--- config.mk ---
export PLATFORM = sky130hd
export DESIGN_NAME = pci_txn_queue
export DESIGN_NICKNAME = d
export VERILOG_FILES = /design/src/rtl/pci_txn_queue.sv
export SDC_FILE = /design/constraint.sdc
export NUM_CORES = 1
export LEC_CHECK = 0
export ABC_AREA = 1
export BUFFER_PORTS_ARGS = -buffer_cell sky130_fd_sc_hd__buf_2
export CAP_MARGIN = 20
export CELL_PAD_IN_SITES_DETAIL_PLACEMENT = 1
export CELL_PAD_IN_SITES_GLOBAL_PLACEMENT = 2
export CORE_UTILIZATION = 39
export DETAILED_ROUTE_END_ITERATION = 10
export PLACE_DENSITY = 0.78
export REMOVE_ABC_BUFFERS = 1
export SETUP_SLACK_MARGIN = 0.4
export SYNTH_ARGS = -nofsm -noshare
export SYNTH_HDL_FRONTEND = slang
export SYNTH_SLANG_ARGS = --single-unit
--- constraint.sdc ---
create_clock -name clk -period 5.5 [get_ports clk]
set_input_delay 0 -clock clk [delete_from_list [all_inputs] [get_ports clk]]
set_output_delay 0 -clock clk [all_outputs]
set_load 0.01 [all_outputs]
--- src/rtl/pci_txn_queue.sv ---
// Transaction queue for a PCI-style initiator: buffers {rw, addr, data, be}
// entries and runs the request/grant/devsel handshake for the head entry.
module pci_txn_queue #(
    parameter int DEPTH   = 4,
    parameter int TIMEOUT = 8
) (
    input  logic        clk,
    input  logic        rst,
    input  logic        push,
    input  logic        push_rw,
    input  logic [31:0] push_addr,
    input  logic [31:0] push_data,
    input  logic [3:0]  push_be,
    output logic        full,
    output logic        empty,
    output logic [3:0]  count,
    input  logic        grant,
    input  logic        devsel,
    input  logic        tready,
    output logic        force_req,
    output logic        rw,
    output logic [31:0] contact_address,
    output logic [31:0] data,
    output logic [3:0]  be,
    output logic        busy,
    output logic        done,
    output logic        abort
);

    localparam int PW = (DEPTH > 1) ? $clog2(DEPTH) : 1;
    localparam int TW = $clog2(TIMEOUT) + 1;

    // IDLE: latch head | REQ: await grant | WAIT_DEV: await target, timed
    // XFER: data phase | RELEASE: one idle cycle before the next request
    typedef enum logic [2:0] {IDLE, REQ, WAIT_DEV, XFER, RELEASE} state_t;

    state_t          state;
    logic [PW-1:0]   wr_ptr;
    logic [PW-1:0]   rd_ptr;
    logic [TW-1:0]   timer;
    logic            mem_rw   [DEPTH];
    logic [31:0]     mem_addr [DEPTH];
    logic [31:0]     mem_data [DEPTH];
    logic [3:0]      mem_be   [DEPTH];
    logic            responded;
    logic            pop;
    logic            push_ok;

    function automatic logic [PW-1:0] ptr_inc(input logic [PW-1:0] p);
        return (p == PW'(DEPTH - 1)) ? '0 : p + PW'(1);
    endfunction

    assign full      = (count == 4'(DEPTH));
    assign empty     = (count == 4'd0);
    assign responded = !devsel && !tready;
    assign pop       = (state == XFER) ||
                       (state == WAIT_DEV && !responded && timer == TW'(TIMEOUT - 1));
    // A full queue still takes a push in the cycle its head leaves.
    assign push_ok   = push && (!full || pop);

    always_ff @(posedge clk) begin
        if (push_ok && !rst) begin
            mem_rw[wr_ptr]   <= push_rw;
            mem_addr[wr_ptr] <= push_addr;
            mem_data[wr_ptr] <= push_data;
            mem_be[wr_ptr]   <= push_be;
        end
    end

    always_ff @(posedge clk) begin
        if (rst) begin
            wr_ptr <= '0;
            rd_ptr <= '0;
            count  <= 4'd0;
        end else begin
            if (push_ok) wr_ptr <= ptr_inc(wr_ptr);
            if (pop)     rd_ptr <= ptr_inc(rd_ptr);
            case ({push_ok, pop})
                2'b10:   count <= count + 4'd1;
                2'b01:   count <= count - 4'd1;
                default: ;
            endcase
        end
    end

    always_ff @(posedge clk) begin
        if (rst) begin
            state           <= IDLE;
            timer           <= '0;
            force_req       <= 1'b0;
            busy            <= 1'b0;
            done            <= 1'b0;
            abort           <= 1'b0;
            rw              <= 1'b0;
            contact_address <= '0;
            data            <= '0;
            be              <= '0;
        end else begin
            done  <= 1'b0;
            abort <= 1'b0;
            case (state)
                IDLE: begin
                    force_req <= 1'b0;
                    if (!empty) begin
                        rw              <= mem_rw[rd_ptr];
                        contact_address <= mem_addr[rd_ptr];
                        data            <= mem_data[rd_ptr];
                        be              <= mem_be[rd_ptr];
                        busy            <= 1'b1;
                        state           <= REQ;
                    end
                end
                REQ: begin
                    force_req <= 1'b1;
                    if (!grant) begin
                        timer <= '0;
                        state <= WAIT_DEV;
                    end
                end
                WAIT_DEV: begin
                    if (responded) begin
                        state <= XFER;
                    end else if (timer == TW'(TIMEOUT - 1)) begin
                        abort     <= 1'b1;
                        force_req <= 1'b0;
                        state     <= RELEASE;
                    end else begin
                        timer <= timer + TW'(1);
                    end
                end
                XFER: begin
                    done      <= 1'b1;
                    force_req <= 1'b0;
                    state     <= RELEASE;
                end
                RELEASE: begin
                    force_req <= 1'b0;
                    busy      <= 1'b0;
                    state     <= IDLE;
                end
                default: state <= IDLE;
            endcase
        end
    end

endmodule

---- After elaboration in Yosys (flattened, before gate mapping) ----
Memories as Yosys holds them, arrays and structs flattened. A register that Yosys moved wholly into a read port is not among the register bits.
Index checks and enable logic that the tools add are counted.
operators by class
  bitwise gates (word level) .............. 2
  add/subtract/negate cells ............... 5
  eq/ne operators ......................... 16
  reductions and logical operators ........ 25
  multiplexer cells ....................... 21
operators with widths
  kind                   count
  $pmux W4 S2            2
  $mux W3                4
  $mux W4                3
  $pmux W3 S4            1
  $add A4 B1 Y4 const B  2
  $eq A4 B3 Y1 const B   2
  $ne A2 B2 Y1 const B   4
  $mux W1                7
  $eq A2 B2 Y1 const B   3
  $eq A3 B2 Y1 const B   2
  $reduce_and A3 Y1      2
  $reduce_bool A2 Y1     3
  $reduce_or A3 Y1       2
  $logic_and A1 B1 Y1    5
  $logic_not A1 Y1       5
  $add A2 B1 Y2 const B  2
  $logic_not A4 Y1       1
  $mux W2                2
  $reduce_and A2 Y1      2
  $reduce_and A4 Y1      1
  $sub A4 B1 Y4 const B  1
  $eq A3 B1 Y1 const B   1
  $eq A3 B3 Y1 const B   1
  $logic_not A3 Y1       1
  8 further kinds        10
word-level totals
  bits in writable memories ............... 276
  logic and storage cells ................. 82
  memories kept ........................... 4
  register bits ........................... 19
memories
  memory    depth  bits a word  read ports  clocked after memory_dff  write ports  RTL line  RTL
  mem_addr  4      32           1           1                         1            42        logic [31:0] mem_addr [DEPTH];
  mem_data  4      32           1           1                         1            43        logic [31:0] mem_data [DEPTH];
  mem_be    4      4            1           1                         1            44        logic [3:0] mem_be [DEPTH];
  mem_rw    4      1            1           1                         1            41        logic mem_rw [DEPTH];

---- Longest topological paths before layout ----
Gate-level depths: netlist of the first run.
  word-level depth ........................ 11
  mapped depth ............................ 17

---- Worst setup path before layout of the first run ----
Ideal clock, no wire load.
  kind .................................... reg2reg
  from .................................... register timer[0]
  to ...................................... memory mem_addr[0][0], enable pin
  library setup time ...................... 497 ps
  data arrival time ....................... 4151 ps
  data required time ...................... 5003 ps
  stages on the path, launching flop included .. 12
  buffers on the path ..................... 0
  setup slack ............................. 853 ps
  path through ............................ dfxtp_1 ha_1 nand2_1 nor2_1 nand3_1 nand2_2 inv_2 nand2_1 nand2_1 inv_1 nand2_1 nor2_1
on the way
  word-level cells in the longest chain between the ends .. 8
ends and longest elaborated chain
  what                           RTL line  RTL
  from (decl)                    40        logic [TW-1:0] timer;
  from (signal assigned)         128       timer <= timer + TW'(1);
  $eq A4 B3 Y1                   57        (state == WAIT_DEV && !responded && timer == TW'(TIMEOUT - 1));
  $logic_and A1 B1 Y1            57
  $logic_or A1 B1 Y1             56        assign pop = (state == XFER) ||
  $logic_or A1 B1 Y1             59        assign push_ok = push && (!full || pop);
  $logic_and A1 B1 Y1            59
  $logic_and A1 B1 Y1            62        if (push_ok && !rst) begin
  $mux W1                        62
  $mux W1 (implied by the code)  64        mem_addr[wr_ptr] <= push_addr;
  to (decl)                      42
No other way between the ends.

---- Worst setup path in the final report of the first run ----
  from .................................... input port tready
  to ...................................... memory mem_addr[1][13], enable pin
on the way
  word-level cells in the longest chain between the ends .. 11
ends and longest elaborated chain
  what                              RTL line  RTL
  from (decl)                       19        input logic tready,
  $logic_not A1 Y1                  55        assign responded = !devsel && !tready;
  $logic_and A1 B1 Y1               55
  $logic_not A1 Y1                  57
  $logic_and A1 B1 Y1 (2 in a row)  57
  $logic_or A1 B1 Y1                56
  $logic_or A1 B1 Y1                59
  $logic_and A1 B1 Y1               59
  $logic_and A1 B1 Y1               62
  $mux W1                           62
  $mux W1 (implied by the code)     64
No other way between the ends.

==> impl_metrics.csv, run 1 <==
group,metric,value,unit
synth,synth.cells.most_frequent,"289 x sky130_fd_sc_hd__nor2_1, 276 x sky130_fd_sc_hd__edfxtp_1, 174 x sky130_fd_sc_hd__o21ai_0",
timing,finClkSkew,0.0124,ns
synth,avgSynthCellArea,12.1,um^2
drt,antenna_left,0,
setup_path,cpPeakStageDelay,0.84,ns
floorplan,initial_core_util,0.401,
drt,post_drt_via_cell_ratio,5.10,
power,power_leakage,6.21,nW
timing,setup_viol,0,
setup_path,slowest_stage,"sky130_fd_sc_hd__buf_4",
place,detailed_place_hpwl,18.3,mm
clocking,number_of_buffers_on_the_longest_clock_path,3,
hold_path,timing.hold.worst.class,"input pin to register",
timing,setup_ws,2.47,ns
setup_path,worstSetupEndpointType,"register",
setup_path,worst-endpoint-required,5.64,ns
synth,synth.yosys.seq_area_share,0.740,
timing,hold_ws,0.0283,ns
grt,first_pass_grt_wire_length,54.0,mm
clocking,postCtsSetupRepairBufs,0,
timing,post-route-period-util,0.550,
layout,area_growth_syn_to_layout,23.3,%
clocking,cts-htree-levels,2,
drt,num_vias,9275,
grt,groute.usage.overall,0.193,
floorplan,floorplan.io_pins,154,
drt,dr.pass1.iters,7,
timing,setup-tns-final,0,ns
setup_path,crit_path_max_fanout,69,
grt,gr-total-overflow,0,
synth,synthesis.area,13600,um^2
synth,largest_area_contributor_in_the_netlist,"sky130_fd_sc_hd__edfxtp_1",
synth,synth_enable_flop_cells,276,
setup_path,crit_type,"input pin to register",
synth,synth-compound-area-share,0.119,
power,pwr_density_cell,447,nW/um^2
synth,synth.mux.area_fraction,0,
timing,finalMaxSlewViolations,0,
timing,grt_setup_unrepaired,"no",
synth,post_synth_and_or_nand_nor_area_fraction,0.0992,
timing,tightest_slew,1.09,ns
power,total_power,7.48,mW
floorplan,fp.coreArea,33900,um^2
synth,synth-xor-area-share,0,
grt,antenna_violations_before_repair,2,
drt,detail_route.wirelength,33.9,mm
floorplan,die-area,35600,um^2
layout,layoutNonFillerInstCount,1819,
clocking,cts_root_buffer,"sky130_fd_sc_hd__clkbuf_16",
setup_path,worst_setup_path_start_kind,"input pin",
clocking,tritoncts.num_buffers,40,
synth,synth_top_family_by_area,"compound AO/OA/AOI/OAI gates",
status,status,"finished, final reports clean",
floorplan,die_height,189,um
drt,wire_length_per_cell_after_detailed_routing,18.7,um
synth,synth.yosys.warnings,0,
layout,n_fill_cell,3534,
timing,period_needed,3.03,ns
timing,max_slew_margin,0.270,
clocking,tritoncts,"yes",
floorplan,chipWidth,189,um
flow_run,drv_cap,0,
clocking,clk_pin_slew_worst_paths,0.06,ns
grt,pin_count_of_the_biggest_net_entering_global_routing,98,
place,post-place-cells,1668,
drt,drt_drc_violations_left,0,
timing,fmax,330,MHz
synth,yosys.cell_count.top_type,"sky130_fd_sc_hd__nor2_1",
layout,ratio_of_cells_with_drive_above_1_in_the_final_layout,0.178,
floorplan,placementRows,67,
synth,synthAdderAreaFrac,0.00645,
synth,syn-instance-count,1127,
synth,yosys_register_bits,364,
synth,post-synth-top-area-fraction,0.610,
grt,first_global_vias,9803,
place,dpl_worst_slack,2.45,ns
clocking,clock_insertion_delay_worst_skew,0.52,ns
setup_path,cpMostUsedCell,"sky130_fd_sc_hd__nand2_1",
drt,dr.first_iter.drc_count,575,
synth,ys_async_sr_fraction,0,
timing,final_hold_vios,0,
synth,ys.flop_type,"sky130_fd_sc_hd__edfxtp_1",
layout,finish.net_count,1419,
setup_path,crit_path_cell_chain,"dlygate4sd3_1 > buf_2 > inv_1 > nand2_1 > dlygate4sd3_1 > nand3_1 > nand2_2 > inv_2 > nand2_1 > nand2_1 > inv_1 > nand2_1 > nor2_4 > buf_4",
synth,netlist_top_cells_area,"sky130_fd_sc_hd__edfxtp_1 61%, sky130_fd_sc_hd__dfxtp_1 13%, sky130_fd_sc_hd__nor2_1 8.0%",
synth,synth.distinct_cells,27,
clocking,clock_sinks,364,
place,final_wtd_congestion,0.736,
place,numPortBuffers,153,
setup_path,cp.arrival,3.16,ns
power,ir_worst_vdd,0.000308,V
-- final timing paths --
check	start	endpoint	slack [ns]	depth (start not counted)
worst min register to register	busy	busy	0.48	2
worst min-delay path	devsel	state[0]	0.03	6
worst max-delay path	tready	mem_addr[1][13]	2.47	14
worst max register to register	timer[0]	mem_addr[1][13]	2.49	12
-- layout make-up --
cell class	count	area [um^2]	share of cell area
timing repair buffer	238	1630	0.0971
sequential	364	10100	0.601
clock inverter	16	113	0.00672
clock buffer	58	1150	0.0687
tap	448	561	0.0335
antenna	2	5.00	0.000299
multi-input combinational	654	3080	0.184
inverter	39	150	0.00897
-- registers in the layout, indices dropped and copies added, names as in the netlist --
register         cells
be                   4
mem_rw               4
mem_be              16
data                32
force_req            1
wr_ptr               2
state                3
busy                 1
contact_address     32
mem_data           128
mem_addr           128
count                4
rw                   1
rd_ptr               2
timer                4
done                 1
abort                1
-- worst max-delay path: cells and delay by family --
| kind | cells | cell delay (ns) |
|---|---|---|
| buffers and inverters | 7 | 2.24 |
| and+or+nand+nor | 7 | 0.87 |
-- metrics by stage --
| stage | utilization | cell area [um^2] |
|---|---|---|
| global route | 0.494 | 16700 |
| global placement | 0.434 | 14700 |
| CTS | 0.493 | 16700 |
| finish | 0.494 | 16700 |
| floorplan | - | 13200 |
| detailed placement | 0.434 | 14700 |
-- where the power goes --
group	switching, mW	total [mW]	leakage (nW)	internal [mW]
clock network	1.06	2.56	0.619	1.50
logic	0.913	1.40	2.36	0.490
registers	0.225	3.52	3.23	3.30
-- what timing repair did --
action,in CTS,in global routing
resized for setup,0,0
hold endpoints to repair,287,0
hold buffers,73,0
setup endpoints to repair,0,0
-- layout by cell type, fill, tap and decap left out --
| master | n |
|---|---|
| sky130_fd_sc_hd__nor3b_1 | 2 |
| sky130_fd_sc_hd__nand3_1 | 12 |
| sky130_fd_sc_hd__o21ai_0 | 174 |
| sky130_fd_sc_hd__nor2_2 | 3 |
| sky130_fd_sc_hd__edfxtp_1 | 276 |
| sky130_fd_sc_hd__nand4_1 | 2 |
| sky130_fd_sc_hd__clkbuf_16 | 41 |
| sky130_fd_sc_hd__ha_1 | 7 |
| sky130_fd_sc_hd__buf_16 | 2 |
| sky130_fd_sc_hd__and3_1 | 1 |
| sky130_fd_sc_hd__nor2_1 | 285 |
| sky130_fd_sc_hd__clkinv_2 | 8 |
| sky130_fd_sc_hd__dlygate4sd3_1 | 73 |
| sky130_fd_sc_hd__inv_6 | 2 |
| sky130_fd_sc_hd__clkinvlp_4 | 2 |
| sky130_fd_sc_hd__nand3_2 | 1 |
| sky130_fd_sc_hd__dfxtp_1 | 86 |
| sky130_fd_sc_hd__o211a_1 | 1 |
| sky130_fd_sc_hd__nand2_2 | 2 |
| sky130_fd_sc_hd__diode_2 | 2 |
| sky130_fd_sc_hd__bufinv_16 | 1 |
| sky130_fd_sc_hd__nor2_4 | 5 |
| sky130_fd_sc_hd__o211ai_1 | 2 |
| sky130_fd_sc_hd__a31oi_1 | 69 |
| sky130_fd_sc_hd__nand2_1 | 27 |
| sky130_fd_sc_hd__buf_4 | 10 |
| sky130_fd_sc_hd__inv_4 | 1 |
| sky130_fd_sc_hd__inv_2 | 5 |
| sky130_fd_sc_hd__dfxtp_4 | 2 |
| sky130_fd_sc_hd__clkinv_1 | 4 |
| sky130_fd_sc_hd__buf_2 | 153 |
| sky130_fd_sc_hd__o21ai_1 | 47 |
| sky130_fd_sc_hd__inv_1 | 32 |
| sky130_fd_sc_hd__clkbuf_8 | 6 |
| sky130_fd_sc_hd__a21oi_1 | 11 |
| sky130_fd_sc_hd__nor3_1 | 3 |
| sky130_fd_sc_hd__clkbuf_1 | 11 |
-- metal layers --
metal	routed length [um]	global-route usage
met1	15700	0.261
met2	16500	0.329
met3	1330	0.0311
met4	411	0.0372
met5	0	0
-- logic make-up (layout without fill, tap and decap cells) --
group,Yosys count,after routing
adders and majority gates,7,7
buffers and inverters,109,351
and+or+nand+nor,343,343
DFF,364,364
AOI/OAI and AO/OA,304,304
other,0,2
Note: power is estimated with default switching activity, not from simulation.
==> run 2, diff against run 1 <==
==> constraint.sdc (replaced) <==
create_clock -name clk -period 3 [get_ports clk]
set_input_delay 0 -clock clk [delete_from_list [all_inputs] [get_ports clk]]
set_output_delay 0 -clock clk [all_outputs]
set_load 0.01 [all_outputs]
==> impl_metrics.csv, run 2 (synthesis results as in run 1) <==
group,metric,value,unit
place,place_area,14800,um^2
flow_run,drv_cap,0,
layout,final_area,16900,um^2
grt,gr-total-overflow,0,
clocking,clk_pin_slew_worst_paths,0.06,ns
timing,post-route-period-util,0.818,
setup_path,cpMostUsedCell,"sky130_fd_sc_hd__nand2_1",
floorplan,placementRows,67,
setup_path,worst-endpoint-required,3.22,ns
clocking,cts-htree-levels,2,
status,status,"finished, final reports clean",
timing,fmax,408,MHz
clocking,tritoncts,"yes",
setup_path,crit_type,"register to register",
floorplan,fp.coreArea,33900,um^2
drt,drt_drc_violations_left,0,
floorplan,chipWidth,189,um
layout,n_fill_cell,3558,
power,power.clock.fraction,0.341,
setup_path,cp.arrival,2.67,ns
layout,final_common_cell,"sky130_fd_sc_hd__nor2_1",
floorplan,initial_core_util,0.401,
setup_path,critical-path-top-delay-family,"simple AND/OR/NAND/NOR gates",
floorplan,die-area,35600,um^2
layout,top_regs,"mem_addr x128, mem_data x128",
floorplan,floorplan.io_pins,154,
power,internal-power,9.78,mW
clocking,number_of_buffers_on_the_longest_clock_path,3,
clocking,clock_sinks,364,
grt,groute.usage.overall,0.194,
layout,finish.net_count,1430,
layout,fin_util,0.500,
timing,final_hold_vios,0,
grt,first_pass_grt_wire_length,53.8,mm
grt,pin_count_of_the_biggest_net_entering_global_routing,142,
power,seqPwrFrac,0.463,
place,detailed_place_hpwl,19.6,mm
grt,antenna_violations_before_repair,2,
timing,period_needed,2.45,ns
grt,first_global_vias,9680,
power,power_leakage,6.30,nW
setup_path,timing.critical_path.buf_inv,4,
drt,dr.pass1.iters,4,
power,netSwitchingPower,4.03,mW
drt,detail_route.wirelength,34.8,mm
timing,setup_viol,0,
drt,dr.first_iter.drc_count,510,
timing,max_slew_margin,0.526,
layout,mostFrequentLayoutCells,"285 x sky130_fd_sc_hd__nor2_1, 276 x sky130_fd_sc_hd__edfxtp_1, 174 x sky130_fd_sc_hd__o21ai_0",
power,sw_frac_of_total,0.292,
power,pwr-share-comb,0.196,
power,ir_worst_vdd,0.000681,V
setup_path,slowest_stage,"sky130_fd_sc_hd__dfxtp_1",
layout,ratio_of_cells_with_drive_above_1_in_the_final_layout,0.184,
timing,finClkSkew,0.0180,ns
clocking,tritoncts.num_buffers,39,
timing,tightest_slew,0.712,ns
clocking,cts_root_buffer,"sky130_fd_sc_hd__clkbuf_16",
drt,post_drt_via_cell_ratio,5.11,
setup_path,ff_to_ff_setup_slack,0.55,ns
drt,num_vias,9330,
timing,grt_setup_unrepaired,"no",
setup_path,worst_setup_path_start_kind,"register",
setup_path,crit_path_max_fanout,14,
setup_path,crit_path_cell_chain,"ha_1 > nand2_1 > nor2_1 > nand3_1 > nand2_4 > inv_2 > nand2_1 > nand2_1 > inv_1 > nand2_2 > nor2_4 > buf_4 > buf_8",
clocking,clock_insertion_delay_worst_skew,0.53,ns
place,numPortBuffers,153,
power,pwr_density_cell,816,nW/um^2
setup_path,worstSetupEndpointType,"register",
hold_path,timing.hold.worst.class,"input pin to register",
drt,antenna_left,0,
floorplan,die_height,189,um
layout,area_growth_syn_to_layout,24.6,%
place,final_wtd_congestion,0.759,
drt,wire_length_per_cell_after_detailed_routing,19.0,um
timing,finalMaxSlewViolations,0,
setup_path,cpPeakStageDelay,0.39,ns
[run 2: cell types whose count changed in the layout (fill, tap and decap cells not counted), moves of 2 or more]
cell	change
sky130_fd_sc_hd__buf_12	+7
sky130_fd_sc_hd__buf_16	-2
sky130_fd_sc_hd__buf_6	+3
sky130_fd_sc_hd__bufinv_16	+3
sky130_fd_sc_hd__clkbuf_8	-5
sky130_fd_sc_hd__clkinv_2	+2
sky130_fd_sc_hd__clkinvlp_4	-2
[run 2: worst paths after layout]
kind	start	to	depth (start not counted)
worst max-delay path	timer[0]	mem_addr[3][3]	13
worst min-delay path	grant	timer[0]	5
worst max register to register	timer[0]	mem_addr[3][3]	13
worst min register to register	force_req	force_req	2
[run 2: power groups by stage]
stage                     Sequential (mW)  Combinational (mW)  Clock, mW
after global placement               6.49                2.60          0
after global routing                 6.46                3.04       4.99
after detailed placement             6.51                2.65          0
after CTS                            6.41                2.76       4.81
final                                6.39                2.71       4.71
after floorplan                      6.68                1.21          0
[run 2: timing repair]
| item | in CTS | in global routing |
|---|---|---|
| endpoints found under the hold margin | 285 | 0 |
| setup endpoints to repair | 105 | 276 |
| resized for setup | 3 | 8 |
| setup buffers | 0 | 2 |
| pin swaps | 0 | 1 |
| cloned | 0 | 3 |
| hold buffers | 74 | 0 |
[run 2: final cells by class]
cell class / count / area (um^2) / area share
Clock buffer: 50 / 1030 / 0.0607
Antenna cell: 1 / 2.50 / 0.000148
Timing Repair Buffer: 250 / 1820 / 0.108
Inverter: 39 / 150 / 0.00887
Tap cell: 448 / 561 / 0.0331
Sequential cell: 364 / 10100 / 0.594
Multi-Input combinational cell: 654 / 3090 / 0.183
Clock inverter: 21 / 221 / 0.0131
[run 2: worst register-to-register path: stages, from the launching register on]
cell and delay [ns]:
sky130_fd_sc_hd__dfxtp_1 0.39, sky130_fd_sc_hd__ha_1 0.20, sky130_fd_sc_hd__nand2_1 0.07, sky130_fd_sc_hd__nor2_1 0.14
sky130_fd_sc_hd__nand3_1 0.17, sky130_fd_sc_hd__nand2_4 0.14, sky130_fd_sc_hd__inv_2 0.07, sky130_fd_sc_hd__nand2_1 0.06
sky130_fd_sc_hd__nand2_1 0.10, sky130_fd_sc_hd__inv_1 0.10, sky130_fd_sc_hd__nand2_2 0.15, sky130_fd_sc_hd__nor2_4 0.16
sky130_fd_sc_hd__buf_4 0.20, sky130_fd_sc_hd__buf_8 0.21
[run 2: routing by layer]
metal	wire, um	vias up	track usage
li1	-	4461	-
met1	15400	4615	0.248
met2	17400	206	0.340
met3	1380	46	0.0320
met4	601	2	0.0493
met5	13	-	0
[run 2: stage by stage]
stage,hold slack [ns],total power [mW],setup TNS (ns),setup WS [ns],instances
after CTS,0.0366,14.0,0,0.401,1821
after floorplan,0.0691,7.89,-587.51,-1.70,1057
final,0.0398,13.8,0,0.547,1827
after global routing,0.0866,14.5,0,0.387,1827
after global placement,0.219,9.09,0,0.435,1676
after detailed placement,0.221,9.16,0,0.315,1676
==> run 3, diff against run 2 <==
==> constraint.sdc (replaced) <==
create_clock -name clk -period 2.4 [get_ports clk]
set_input_delay 0 -clock clk [delete_from_list [all_inputs] [get_ports clk]]
set_output_delay 0 -clock clk [all_outputs]
set_load 0.01 [all_outputs]
==> impl_metrics.csv, run 3 (synthesis results as in run 1) <==
group,metric,value,unit
status,status,"finished, final reports clean",
place,final_wtd_congestion,0.723,
clocking,clock_insertion_delay_worst_skew,0.53,ns
setup_path,slowest_stage,"sky130_fd_sc_hd__dfxtp_2",
timing,final_hold_vios,0,
floorplan,placementRows,67,
power,power.clock.fraction,0.336,
drt,num_vias,9562,
layout,n_antenna_cell,0,
drt,dr.first_iter.drc_count,571,
layout,mostFrequentLayoutCells,"284 x sky130_fd_sc_hd__nor2_1, 276 x sky130_fd_sc_hd__edfxtp_1, 173 x sky130_fd_sc_hd__o21ai_0",
clocking,clk_pin_slew_worst_paths,0.06,ns
grt,pin_count_of_the_biggest_net_entering_global_routing,142,
layout,finish.net_count,1469,
layout,final_common_cell,"sky130_fd_sc_hd__nor2_1",
hold_path,timing.hold.worst.class,"input pin to register",
setup_path,worst_setup_path_start_kind,"register",
timing,finClkSkew,0.0184,ns
layout,area_growth_syn_to_layout,30.5,%
drt,post_drt_via_cell_ratio,5.12,
layout,n_fill_cell,3534,
drt,antenna_left,0,
grt,antenna_violations_before_repair,1,
hold_path,hp-start,"grant",
clocking,cts_root_buffer,"sky130_fd_sc_hd__clkbuf_16",
grt,first_global_vias,9948,
power,internal-power,12.4,mW
clocking,number_of_buffers_on_the_longest_clock_path,3,
floorplan,floorplan.io_pins,154,
grt,first_pass_grt_wire_length,56.2,mm
timing,post-route-period-util,0.880,
setup_path,cpMostUsedCell,"sky130_fd_sc_hd__nand2_4",
setup_path,cpPeakStageDelay,0.36,ns
floorplan,initial_core_util,0.401,
timing,setup_viol,0,
clocking,tritoncts,"yes",
setup_path,worst-endpoint-required,2.62,ns
clocking,tritoncts.num_buffers,39,
setup_path,timing.critical_path.buf_inv,5,
timing,grt_setup_unrepaired,"yes",
setup_path,critical-path-top-delay-family,"simple AND/OR/NAND/NOR gates",
drt,wire_length_per_cell_after_detailed_routing,20.0,um
drt,dr.pass1.iters,7,
layout,top_regs,"mem_addr x128, mem_data x128",
power,pwr-share-comb,0.211,
floorplan,chipWidth,189,um
power,pwr_density_cell,995,nW/um^2
power,power_leakage,6.67,nW
timing,hold_ws,0.0258,ns
clocking,clock_sinks,364,
timing,setup-tns-final,0,ns
timing,period_needed,2.11,ns
timing,max_slew_margin,0.535,
place,dpl_worst_slack,-0.00338,ns
drt,drt_drc_violations_left,0,
setup_path,crit_path_cell_chain,"ha_4 > nand2_4 > nor2_4 > nand3_2 > nand2_2 > inv_2 > nand2_2 > nand2_4 > inv_4 > nand2_4 > buf_12 > nor2_4 > buf_12 > buf_16",
floorplan,die_height,189,um
grt,gr-total-overflow,0,
timing,setup_ws,0.288,ns
drt,detail_route.wirelength,37.4,mm
place,numPortBuffers,153,
clocking,cts-htree-levels,2,
timing,fmax,473,MHz
flow_run,drv_cap,0,
floorplan,die-area,35600,um^2
setup_path,cp.arrival,2.33,ns
setup_path,r2r_start,"timer[0]",
grt,groute.usage.overall,0.203,
timing,finalMaxSlewViolations,0,
power,sw_frac_of_total,0.295,
setup_path,crit_path_max_fanout,24,
power,netSwitchingPower,5.20,mW
place,detailed_place_hpwl,20.0,mm
floorplan,fp.coreArea,33900,um^2
power,ir_worst_vdd,0.000797,V
power,total_power,17.6,mW
timing,tightest_slew,0.697,ns
power,seqPwrFrac,0.454,
layout,ratio_of_cells_with_drive_above_1_in_the_final_layout,0.213,
setup_path,worstSetupEndpointType,"register",
setup_path,critPathLaunch,"timer[0]",
setup_path,crit_type,"register to register",
==> run 3: cell types whose count changed in the layout (fill, tap and decap cells not counted), moves of 3 or more <==
cell,previous run,this run
sky130_fd_sc_hd__nand2_1,26,22
sky130_fd_sc_hd__clkbuf_8,1,4
sky130_fd_sc_hd__clkbuf_1,10,14
sky130_fd_sc_hd__nand2_4,1,4
sky130_fd_sc_hd__clkbuf_16,41,48
sky130_fd_sc_hd__buf_16,0,7
sky130_fd_sc_hd__buf_12,7,19
sky130_fd_sc_hd__buf_8,1,6
sky130_fd_sc_hd__buf_4,10,16
==> run 3: stage by stage <==
step                instance area, um^2  cells  utilization
floorplan                         13200   1057            -
global placement                  15000   1685        0.443
detailed placement                15000   1685        0.443
CTS                               17400   1850        0.514
global route                      17700   1866        0.524
finish                            17700   1866        0.524
==> run 3: worst register-to-register path: stages, from the launching register on <==
cell and delay, ns:
sky130_fd_sc_hd__dfxtp_2 0.36, sky130_fd_sc_hd__ha_4 0.15, sky130_fd_sc_hd__nand2_4 0.05, sky130_fd_sc_hd__nor2_4 0.10
sky130_fd_sc_hd__nand3_2 0.10, sky130_fd_sc_hd__nand2_2 0.08, sky130_fd_sc_hd__inv_2 0.05, sky130_fd_sc_hd__nand2_2 0.07
sky130_fd_sc_hd__nand2_4 0.09, sky130_fd_sc_hd__inv_4 0.08, sky130_fd_sc_hd__nand2_4 0.07, sky130_fd_sc_hd__buf_12 0.14
sky130_fd_sc_hd__nor2_4 0.12, sky130_fd_sc_hd__buf_12 0.16, sky130_fd_sc_hd__buf_16 0.19
==> run 3: worst paths after layout <==
check,slack (ns),depth (start not counted),endpoint
max reg2reg,0.29,14,mem_data[2][4]
max,0.29,14,mem_data[2][4]
min reg2reg,0.49,2,force_req
min,0.03,5,timer[0]
==> run 3: layout make-up <==
class | instances | area (um^2) | area share
clock buffers | 59 | 1130 | 0.0639
clock inverters | 13 | 126 | 0.00713
inverters | 39 | 153 | 0.00861
multi-input cells | 654 | 3160 | 0.178
flip-flops and latches | 364 | 10100 | 0.567
well taps | 448 | 561 | 0.0316
repair buffers | 289 | 2540 | 0.143
==> run 3: power by group through the flow <==
stage               Clock, mW  Combinational [mW]  Sequential, mW
floorplan                   0                1.51            8.35
global placement            0                3.31            8.11
detailed placement          0                3.39            8.12
CTS                      6.02                3.65            8.00
global route             6.24                4.11            8.08
finish                   5.92                3.72            8.00
==> run 3: what timing repair did <==
action | 4_1_cts | 5_1_grt
gates resized for setup | 28 | 17
endpoints found under the setup margin | 277 | 279
hold buffers | 76 | 0
gates cloned | 6 | 9
setup buffers | 11 | 7
pin swaps | 1 | 5
hold endpoints to repair | 286 | 0
==> run 3: metal layers <==
layer  part of all wire  up-vias  track usage
li1                   -     4546            -
met1               0.45     4778        0.270
met2               0.50      193        0.355
met3              0.035       43       0.0300
met4              0.014        2       0.0378
met5            0.00035        -            0
